==> config.mk <==
export PLATFORM = sky130hd
export DESIGN_NAME = add_residue_guard
export DESIGN_NICKNAME = d
export VERILOG_FILES = /design/src/rtl/add_residue_guard.sv
export SDC_FILE = /design/constraint.sdc
export NUM_CORES = 1
export LEC_CHECK = 0
export BUFFER_PORTS_ARGS = -buffer_cell sky130_fd_sc_hd__buf_2
export CORE_MARGIN = 8
export CORE_UTILIZATION = 55
export CTS_BUF_LIST = sky130_fd_sc_hd__clkbuf_4
export CTS_CLUSTER_SIZE = 25
export DETAILED_ROUTE_END_ITERATION = 10
export PLACE_DENSITY = 0.75
export SYNTH_ARGS = -nofsm -noshare
export SYNTH_HDL_FRONTEND = slang
export SYNTH_SLANG_ARGS = --single-unit
==> constraint.sdc <==
create_clock -name clk -period 15.2 [get_ports clk]
set_clock_uncertainty 0.15 [all_clocks]
set_input_delay 1.52 -clock clk [delete_from_list [all_inputs] [get_ports clk]]
set_output_delay 1.52 -clock clk [all_outputs]
set_load 0.02 [all_outputs]
==> src/rtl/add_residue_guard.sv <==
// add_residue_guard: wraps an external combinational adder, checks each
// {carry, sum} result with a mod-3 residue code, re-evaluates on mismatch
// up to MAX_RETRY times, and reports uncorrectable results with statistics.
module add_residue_guard #(
  parameter int WIDTH     = 16,
  parameter int MAX_RETRY = 2,
  parameter int ERR_CNT_W = 8
) (
  input  logic                 clk,
  input  logic                 rst_n,
  input  logic                 in_valid,
  output logic                 in_ready,
  input  logic [WIDTH-1:0]     in_a,
  input  logic [WIDTH-1:0]     in_b,
  input  logic                 in_cin,
  output logic [WIDTH-1:0]     add_a,
  output logic [WIDTH-1:0]     add_b,
  output logic                 add_cin,
  input  logic [WIDTH-1:0]     add_sum,
  input  logic                 add_cout,
  output logic                 out_valid,
  input  logic                 out_ready,
  output logic [WIDTH:0]       out_res,
  output logic                 out_err,
  output logic [2:0]           out_retries,
  output logic [ERR_CNT_W-1:0] err_count,
  output logic                 err_sticky,
  input  logic                 clr_err
);

  localparam logic [1:0] S_IDLE  = 2'd0;
  localparam logic [1:0] S_EVAL  = 2'd1;
  localparam logic [1:0] S_CHECK = 2'd2;
  localparam logic [1:0] S_DONE  = 2'd3;

  localparam logic [2:0]           RETRY_LIMIT = 3'(MAX_RETRY);
  localparam logic [ERR_CNT_W-1:0] CNT_ONE     = {{(ERR_CNT_W-1){1'b0}}, 1'b1};

  logic [1:0]           state_q, state_d;
  logic [WIDTH-1:0]     add_a_q, add_a_d;
  logic [WIDTH-1:0]     add_b_q, add_b_d;
  logic                 add_cin_q, add_cin_d;
  logic [WIDTH:0]       res_q, res_d;
  logic                 err_q, err_d;
  logic [2:0]           retries_q, retries_d;
  logic [ERR_CNT_W-1:0] err_cnt_q, err_cnt_d;
  logic                 sticky_q, sticky_d;

  logic [1:0]           res_expected;
  logic [1:0]           res_actual;
  logic                 uncorrectable;

  // Residue mod 3: since 4 == 1 (mod 3), even bit positions weigh 1 and
  // odd positions weigh 2; accumulate the weights, then reduce.
  function automatic logic [1:0] mod3(input logic [WIDTH:0] v);
    logic [7:0] acc;
    logic [7:0] m;
    acc = 8'd0;
    for (int i = 0; i <= WIDTH; i++) begin
      if (v[i]) acc = acc + (i[0] ? 8'd2 : 8'd1);
    end
    m = acc % 8'd3;
    return m[1:0];
  endfunction

  // Residue of (ra + rb + cin); the raw sum never exceeds 5.
  function automatic logic [1:0] add_mod3(input logic [1:0] ra,
                                          input logic [1:0] rb,
                                          input logic       c);
    logic [2:0] s;
    s = {1'b0, ra} + {1'b0, rb} + {2'b00, c};
    if (s >= 3'd3) s = s - 3'd3;
    return s[1:0];
  endfunction

  // Residues are taken from registered operands and the registered result,
  // so the check never depends on adder settling within the CHECK cycle.
  always_comb begin
    res_expected = add_mod3(mod3({1'b0, add_a_q}), mod3({1'b0, add_b_q}), add_cin_q);
    res_actual   = mod3(res_q);
  end

  // Sequencer: accept, evaluate, check with bounded retry, hold until taken.
  always_comb begin
    state_d       = state_q;
    add_a_d       = add_a_q;
    add_b_d       = add_b_q;
    add_cin_d     = add_cin_q;
    res_d         = res_q;
    err_d         = err_q;
    retries_d     = retries_q;
    uncorrectable = 1'b0;
    case (state_q)
      S_IDLE: begin
        if (in_valid) begin
          add_a_d   = in_a;
          add_b_d   = in_b;
          add_cin_d = in_cin;
          retries_d = 3'd0;
          err_d     = 1'b0;
          state_d   = S_EVAL;
        end
      end
      S_EVAL: begin
        res_d   = {add_cout, add_sum};
        state_d = S_CHECK;
      end
      S_CHECK: begin
        if (res_expected == res_actual) begin
          err_d   = 1'b0;
          state_d = S_DONE;
        end else if (retries_q < RETRY_LIMIT) begin
          retries_d = retries_q + 3'd1;
          state_d   = S_EVAL;
        end else begin
          err_d         = 1'b1;
          uncorrectable = 1'b1;
          state_d       = S_DONE;
        end
      end
      S_DONE: begin
        if (out_ready) state_d = S_IDLE;
      end
      default: state_d = S_IDLE;
    endcase
  end

  // Error statistics; a clear in the same cycle as a new error wins.
  always_comb begin
    err_cnt_d = err_cnt_q;
    sticky_d  = sticky_q;
    if (clr_err) begin
      err_cnt_d = '0;
      sticky_d  = 1'b0;
    end else if (uncorrectable) begin
      sticky_d = 1'b1;
      if (err_cnt_q != {ERR_CNT_W{1'b1}}) err_cnt_d = err_cnt_q + CNT_ONE;
    end
  end

  // State and datapath registers; reset aborts any transaction in flight.
  always_ff @(posedge clk or negedge rst_n) begin
    if (!rst_n) begin
      state_q   <= S_IDLE;
      add_a_q   <= '0;
      add_b_q   <= '0;
      add_cin_q <= 1'b0;
      res_q     <= '0;
      err_q     <= 1'b0;
      retries_q <= 3'd0;
      err_cnt_q <= '0;
      sticky_q  <= 1'b0;
    end else begin
      state_q   <= state_d;
      add_a_q   <= add_a_d;
      add_b_q   <= add_b_d;
      add_cin_q <= add_cin_d;
      res_q     <= res_d;
      err_q     <= err_d;
      retries_q <= retries_d;
      err_cnt_q <= err_cnt_d;
      sticky_q  <= sticky_d;
    end
  end

  assign in_ready    = (state_q == S_IDLE);
  assign out_valid   = (state_q == S_DONE);
  assign add_a       = add_a_q;
  assign add_b       = add_b_q;
  assign add_cin     = add_cin_q;
  assign out_res     = res_q;
  assign out_err     = err_q;
  assign out_retries = retries_q;
  assign err_count   = err_cnt_q;
  assign err_sticky  = sticky_q;

endmodule

==> After elaboration in Yosys (flattened, before gate mapping) <==
Index checks and enable logic that the tools add are counted.
{ "totals": {"ff_bits": 65, "output_inout_bits": 65, "in_bits": 55, "elab_cells": 155} }
{ "op_classes": {"n_mux": 71, "n_div": 3, "add_sub_neg": 51, "eq_ne": 10, "n_reduce_logical": 9, "magnitude_cmp": 2} }
{ "op_table": {"columns": ["operator", "count"], "rows": [
  ["2-to-1 mux 8 bit", 49],
  ["adder 8 x 2 -> 8 bit (second input constant)", 24],
  ["adder 8 x 1 -> 8 bit (second input constant)", 23],
  ["remainder unit 8 x 2 -> 8 bit (second input constant)", 3],
  ["2-to-1 mux 1 bit", 11],
  ["2-to-1 mux 2 bit", 5],
  ["2-to-1 mux 3 bit", 3],
  ["inequality test 8 bit (second input constant)", 1],
  ["case mux 2 bit (4 select lines)", 1],
  ["inequality test 2 bit (second input constant)", 3],
  ["case mux 3 bit (2 select lines)", 1],
  ["AND reduction 2 bit", 3],
  ["nonzero test 2 bit", 3],
  ["equality test 2 bit (second input constant)", 2],
  ["AND reduction 4 bit", 1],
  ["adder 2 x 2 -> 3 bit", 1],
  ["adder 3 x 1 -> 3 bit", 1],
  ["adder 3 x 1 -> 3 bit (second input constant)", 1],
  ["greater-or-equal comparator 3 x 2 -> 1 bit (second input constant)", 1],
  ["< comparator 3 x 2 -> 1 bit (second input constant)", 1],
  ["inequality test 3 bit (second input constant)", 1],
  ["AND reduction 3 bit", 1],
  ["equality test 2 x 1 -> 1 bit (second input constant)", 1],
  ["equality test 2 bit", 1],
  ["other kinds (4)", 4]
]} }

==> Logic depth before layout (Yosys ltp) <==
{ "logic_depth": {"word_depth": 41, "depth_mapped": 61, "depth_no_buf": 59} }

==> Worst setup path after synthesis <==
No wires, ideal clock.
{ "synth_path": {"path_type": "reg2reg", "startpoint": "reg add_b_q[0] (netlist: add_b[0])", "endpoint": "reg err_cnt_q[5] (netlist: err_count[5])", "path_buffers": 1, "synth_period_minus_slack_ns": 13.171, "arrival_time_ns": 12.893, "setup_ns": 0.128, "path_stages_with_launch": 57, "path_slack_ns": 2.029, "required_time_ns": 14.922, "cell_sequence": "dfrtp_1 -> ha_1 -> mux2i_1 -> xnor2_1 -> ha_1 -> mux2i_1 -> xnor2_1 -> ha_1 -> mux2i_1 -> xor2_1 -> inv_1 -> ha_1 -> nand2_1 -> o21ai_1 -> xnor2_1 -> inv_1 -> ha_1 -> nand2_1 -> [... 21 more ...] -> nor4_1 -> a221oi_1 -> mux2_2 -> ha_1 -> or3b_2 -> o31ai_1 -> xnor2_1 -> fa_1 -> fa_1 -> ha_1 -> or3_1 -> a21oi_1 -> xnor2_1 -> nand2b_1 -> o21ai_1 -> clkbuf_1 -> nor3b_1 -> mux2_1"} }
{ "synth_between": {"elab_chain_cells": 41, "word_cells_on_any_way": 42, "cone_classes": "add/sub (18); div (1); order compare (1); eq/ne (1); mux (19); reduce/logical (2)"} }
{ "synth_rtl": {"columns": ["element", "line", "text"], "rows": [
  ["start: declaration", "41", "logic [WIDTH-1:0] add_b_q, add_b_d;"],
  ["start signal: assignment", "146", "add_b_q <= '0;"],
  ["start signal: assignment", "156", "add_b_q <= add_b_d;"],
  ["2-to-1 mux 1 bit *", "60", "if (v[i]) acc = acc + (i[0] ? 8'd2 : 8'd1);"],
  ["adder 8 x 2 -> 8 bit", "60", null],
  ["2-to-1 mux 8 bit *", "60", null],
  ["adder 8 x 1 -> 8 bit", "60", null],
  ["2-to-1 mux 8 bit *", "60", null],
  ["adder 8 x 2 -> 8 bit", "60", null],
  ["2-to-1 mux 8 bit *", "60", null],
  ["adder 8 x 1 -> 8 bit", "60", null],
  ["[... 25 more ...]", null, null],
  ["adder 3 x 1 -> 3 bit *", "71", "s = {1'b0, ra} + {1'b0, rb} + {2'b00, c};"],
  ["greater-or-equal comparator 3 x 2 -> 1 bit or subtractor 2 bit (tied branches)", "72", "if (s >= 3'd3) s = s - 3'd3;"],
  ["2-to-1 mux 2 bit *", "72", null],
  ["equality test 2 bit *", "109", "if (res_expected == res_actual) begin"],
  ["2-to-1 mux 1 bit *", "109", null],
  ["2-to-1 mux 1 bit *", "93", "case (state_q)"],
  ["nonzero test 2 bit (no source line) *", null, null],
  ["AND reduction 2 bit (no source line) *", null, null],
  ["end signal: assignment", "161", "err_cnt_q <= err_cnt_d;"],
  ["end: declaration", "46", "logic [ERR_CNT_W-1:0] err_cnt_q, err_cnt_d;"]
]} }
Mark *: on every way between the ends. The rest lies on a longest branch, timed or not.
A chain may end at the register's enable or synchronous reset.

==> Worst setup path after layout <==
{ "layout_path": {"startpoint": "reg add_b_q[0] (netlist: add_b[0])", "endpoint": "reg err_cnt_q[3] (netlist: err_count[3])"} }
The elaborated chain is that of the path after synthesis.

==> impl_results.md <==
* Fillers at 1,882
* Synth Register Bits at 65
* Worst-Margin Slew at 1.108 ns
* Reg2reg setup slack at 1.06 ns
* CTS H-Tree Depth at 3
* Post-synth EDFFs at 0
* Max Fanout on Critical Path at 10
* Hold depth at 2
* Arr. time, crit path at 14.37 ns
* Layout Cells excl Fill at 1,780
* Slew Viols, Final at 0
* Final worst slack at 1.062 ns
* CTS Buf Count at 9
* Routed WL per cell at 15.91 um
* Register area at 1627 um2
* Sequential fraction of the synthesis area at 14.45%
* Cells after Synth at 1,419
* Initial antenna violation count at 2
* Commonest non-fill, non-tap cell in the layout: nand2_1
* Hold path start: err_sticky
* Syn_nets at 1,531
* CP dominant cell by count: ha_1
* DRT Pass-1 Iters at 5
* FF-to-FF End: err_count[3]
* Grt ovf at 0
* Max Cap Viol at 0
* TritonCTS clock tree: built
* WL final at 28.31 mm
* # port buffers at 119
* Antenna Violating Nets Remaining at 0
* Drt via density at 6.076
* DR DRC count at 0
* Warnings, synthesis at 0
* Starting Density at 55.81%
* Hold_ws at 0.4034 ns
* Largest net degree at the start of global routing at 66
* Layout cells sized above 1 at 16.90%
* Number of global-route vias before repair at 9,941
* Worst-Skew Late Latency at 0.46 ns
* P&R area growth vs syn at 8.626%
* Clock transition at path regs at 0.12 ns
* Fin nets at 1,617
* DP HPWL at 22.01 mm
* Library cells used by synthesis at 111
* Syn Area/Cell at 7.932 um2
* Die Wd at 159.1 um
* Worst Path Required at 15.43 ns
* IO Pins at 120
* Core area at 20,170 um2
* Slew margin rel. at 25.95%
* Worst R2R Path Depth at 54
* Post-Synthesis Cell Area at 11,260 um2
* Worst Setup Path Type: flip-flop to flip-flop
* Post-CTS Hold Fix Bufs at 0
* Vias at 10,820
* Placed instance count at 1,762
* CP max stage cell: or4_1
* Root buf cell: clkbuf_4
* Setup crit end kind: flip-flop
* Final Hold Vio Count at 0
* Final min period at 14.14 ns
* Die Ht at 159.1 um
* First-pass GRT wire length at 47.29 mm
* Die ar. at 25,300 um2
* FF-to-FF Start: add_b[0]
* Clk sinks at 65
* Fmax achieved at 0.07073 GHz
* Most frequent cells in the layout: nand2_1, buf_2, nor2_1
* Most common flop cell mapped by yosys: dfrtp_1
* Status: complete, no violations
* Pre-CTS WS at 0.6575 ns
* Num rows at 52
* Iteration-0 DRC Markers at 535
* CTS Buffer Depth at 2
* Final setup fails at 0
* Asr flop ratio synth at 100.0%
* Tcrit/Tclk final at 93.01%
* GP Congestion at 0.9548
* GR Util All Layers at 21.41%
* Min-Delay Path Class: flip-flop to flip-flop
* Hold Path End: err_sticky
* CP Launch Type: flip-flop
* CP peak stage delay at 0.50 ns
* Multi-input logic area at 9239 um2
critical path: cells and delay by family, from the launching register on:
kind | cells | cell delay (ns)
flip-flops | 1 | 0.44
AND/OR/NAND/NOR | 10 | 2.78
multiplexers | 7 | 2.15
AO/OA/AOI/OAI | 9 | 2.17
buffers and inverters | 5 | 0.57
XOR/XNOR | 11 | 2.38
adder cells (fa/ha/maj) | 12 | 3.41
registers in the layout (all words and copies together) (netlist names), 2 cells and up:
| name | count |
|---|---|
| add_a | 16 |
| out_res | 17 |
| add_b | 16 |
| out_retries | 3 |
| err_count | 8 |
| state_q | 2 |
synth_stat cells (6+ instances only):
cell	n	area, um2
or3_1	23	143.9
xnor2_1	84	735.7
a211oi_1	14	105.1
xor2_1	56	490.5
maj3_1	11	110.1
a21oi_1	56	280.3
buf_2	8	40.04
and2_1	27	168.9
nor4_1	22	137.6
o211a_1	7	70.07
a21boi_0	7	52.55
xnor3_1	13	292.8
mux2i_1	33	330.3
o21ai_0	56	280.3
nand2b_1	20	125.1
nand2_1	158	593.1
clkbuf_1	38	142.6
nand4_1	14	87.58
inv_1	58	217.7
and3_1	26	162.7
o21ai_1	10	50.05
o31ai_1	20	150.1
nor3b_1	10	75.07
ha_1	55	688.2
mux2_2	50	563.0
o211ai_1	20	150.1
o31a_1	8	70.07
or4_1	8	60.06
nor2_1	104	390.4
nor3_1	48	240.2
dfrtp_1	65	1627
o2111ai_1	10	87.58
or2_2	8	50.05
o21a_1	11	82.58
a31oi_1	14	87.58
nor2b_1	14	87.58
xnor3_2	6	142.6
nand3_1	45	225.2
metrics by stage:
stage | setup TNS (ns) | utilization, % | cell area (um2)
after global routing | -0.00001599 | 60.62 | 12230
after floorplan | 0 | - | 11260
after global placement | 0 | 59.57 | 12020
final | 0 | 60.62 | 12230
after detailed placement | 0 | 59.57 | 12020
after CTS | 0 | 60.32 | 12170
layout make-up:
cell class                      count  share of cell area (%)
Sequential cell                    65                   13.30
Multi-Input combinational cell   1246                   75.56
Tap cell                          270                   2.763
Timing Repair Buffer              124                   5.301
Clock inverter                      6                  0.6856
Clock buffer                        9                  0.5526
Inverter                           59                   1.811
Antenna cell                        1                 0.02047
repair_timing:
action | 4_1_cts | 5_1_grt
endpoints found under the setup margin | 0 | 14
resized for setup | 0 | 6
setup buffers | 0 | 2
routing by layer:
layer  up-vias  global-route usage, %  part of all wire (%)
met3        31                  4.343                   5.3
li1       5473                      -                     -
met1      5044                  28.46                    48
met4         2                  5.489                   1.6
met2       265                  34.83                    45
met5         -                      0                 0.046
how the worst max path moves through the flow:
stage | to | slack, ns | from
after floorplan | err_count[5] | 2.03 | add_b[0]
after global placement | err_count[6] | 1.27 | add_b[0]
after detailed placement | err_count[7] | 0.66 | add_b[0]
after CTS | err_count[7] | 0.62 | add_b[0]
after global routing | err_count[3] | -0.00002 | add_a[0]
final | err_count[3] | 1.06 | add_b[0]
cells by family after synthesis:
| kind of cell | count (synthesis) | synth area share (%) |
|---|---|---|
| buf+inv | 108 | 3.824 |
| fa+ha+maj | 68 | 7.448 |
| compound gates | 336 | 21.91 |
| simple gates | 582 | 26.98 |
| xor+xnor | 169 | 16.47 |
| flops | 65 | 14.45 |
| mux | 91 | 8.915 |
Power is left out: the tool's default activity adds up to more than one toggle a clock period on the data nets, which glitch-free logic cannot reach.
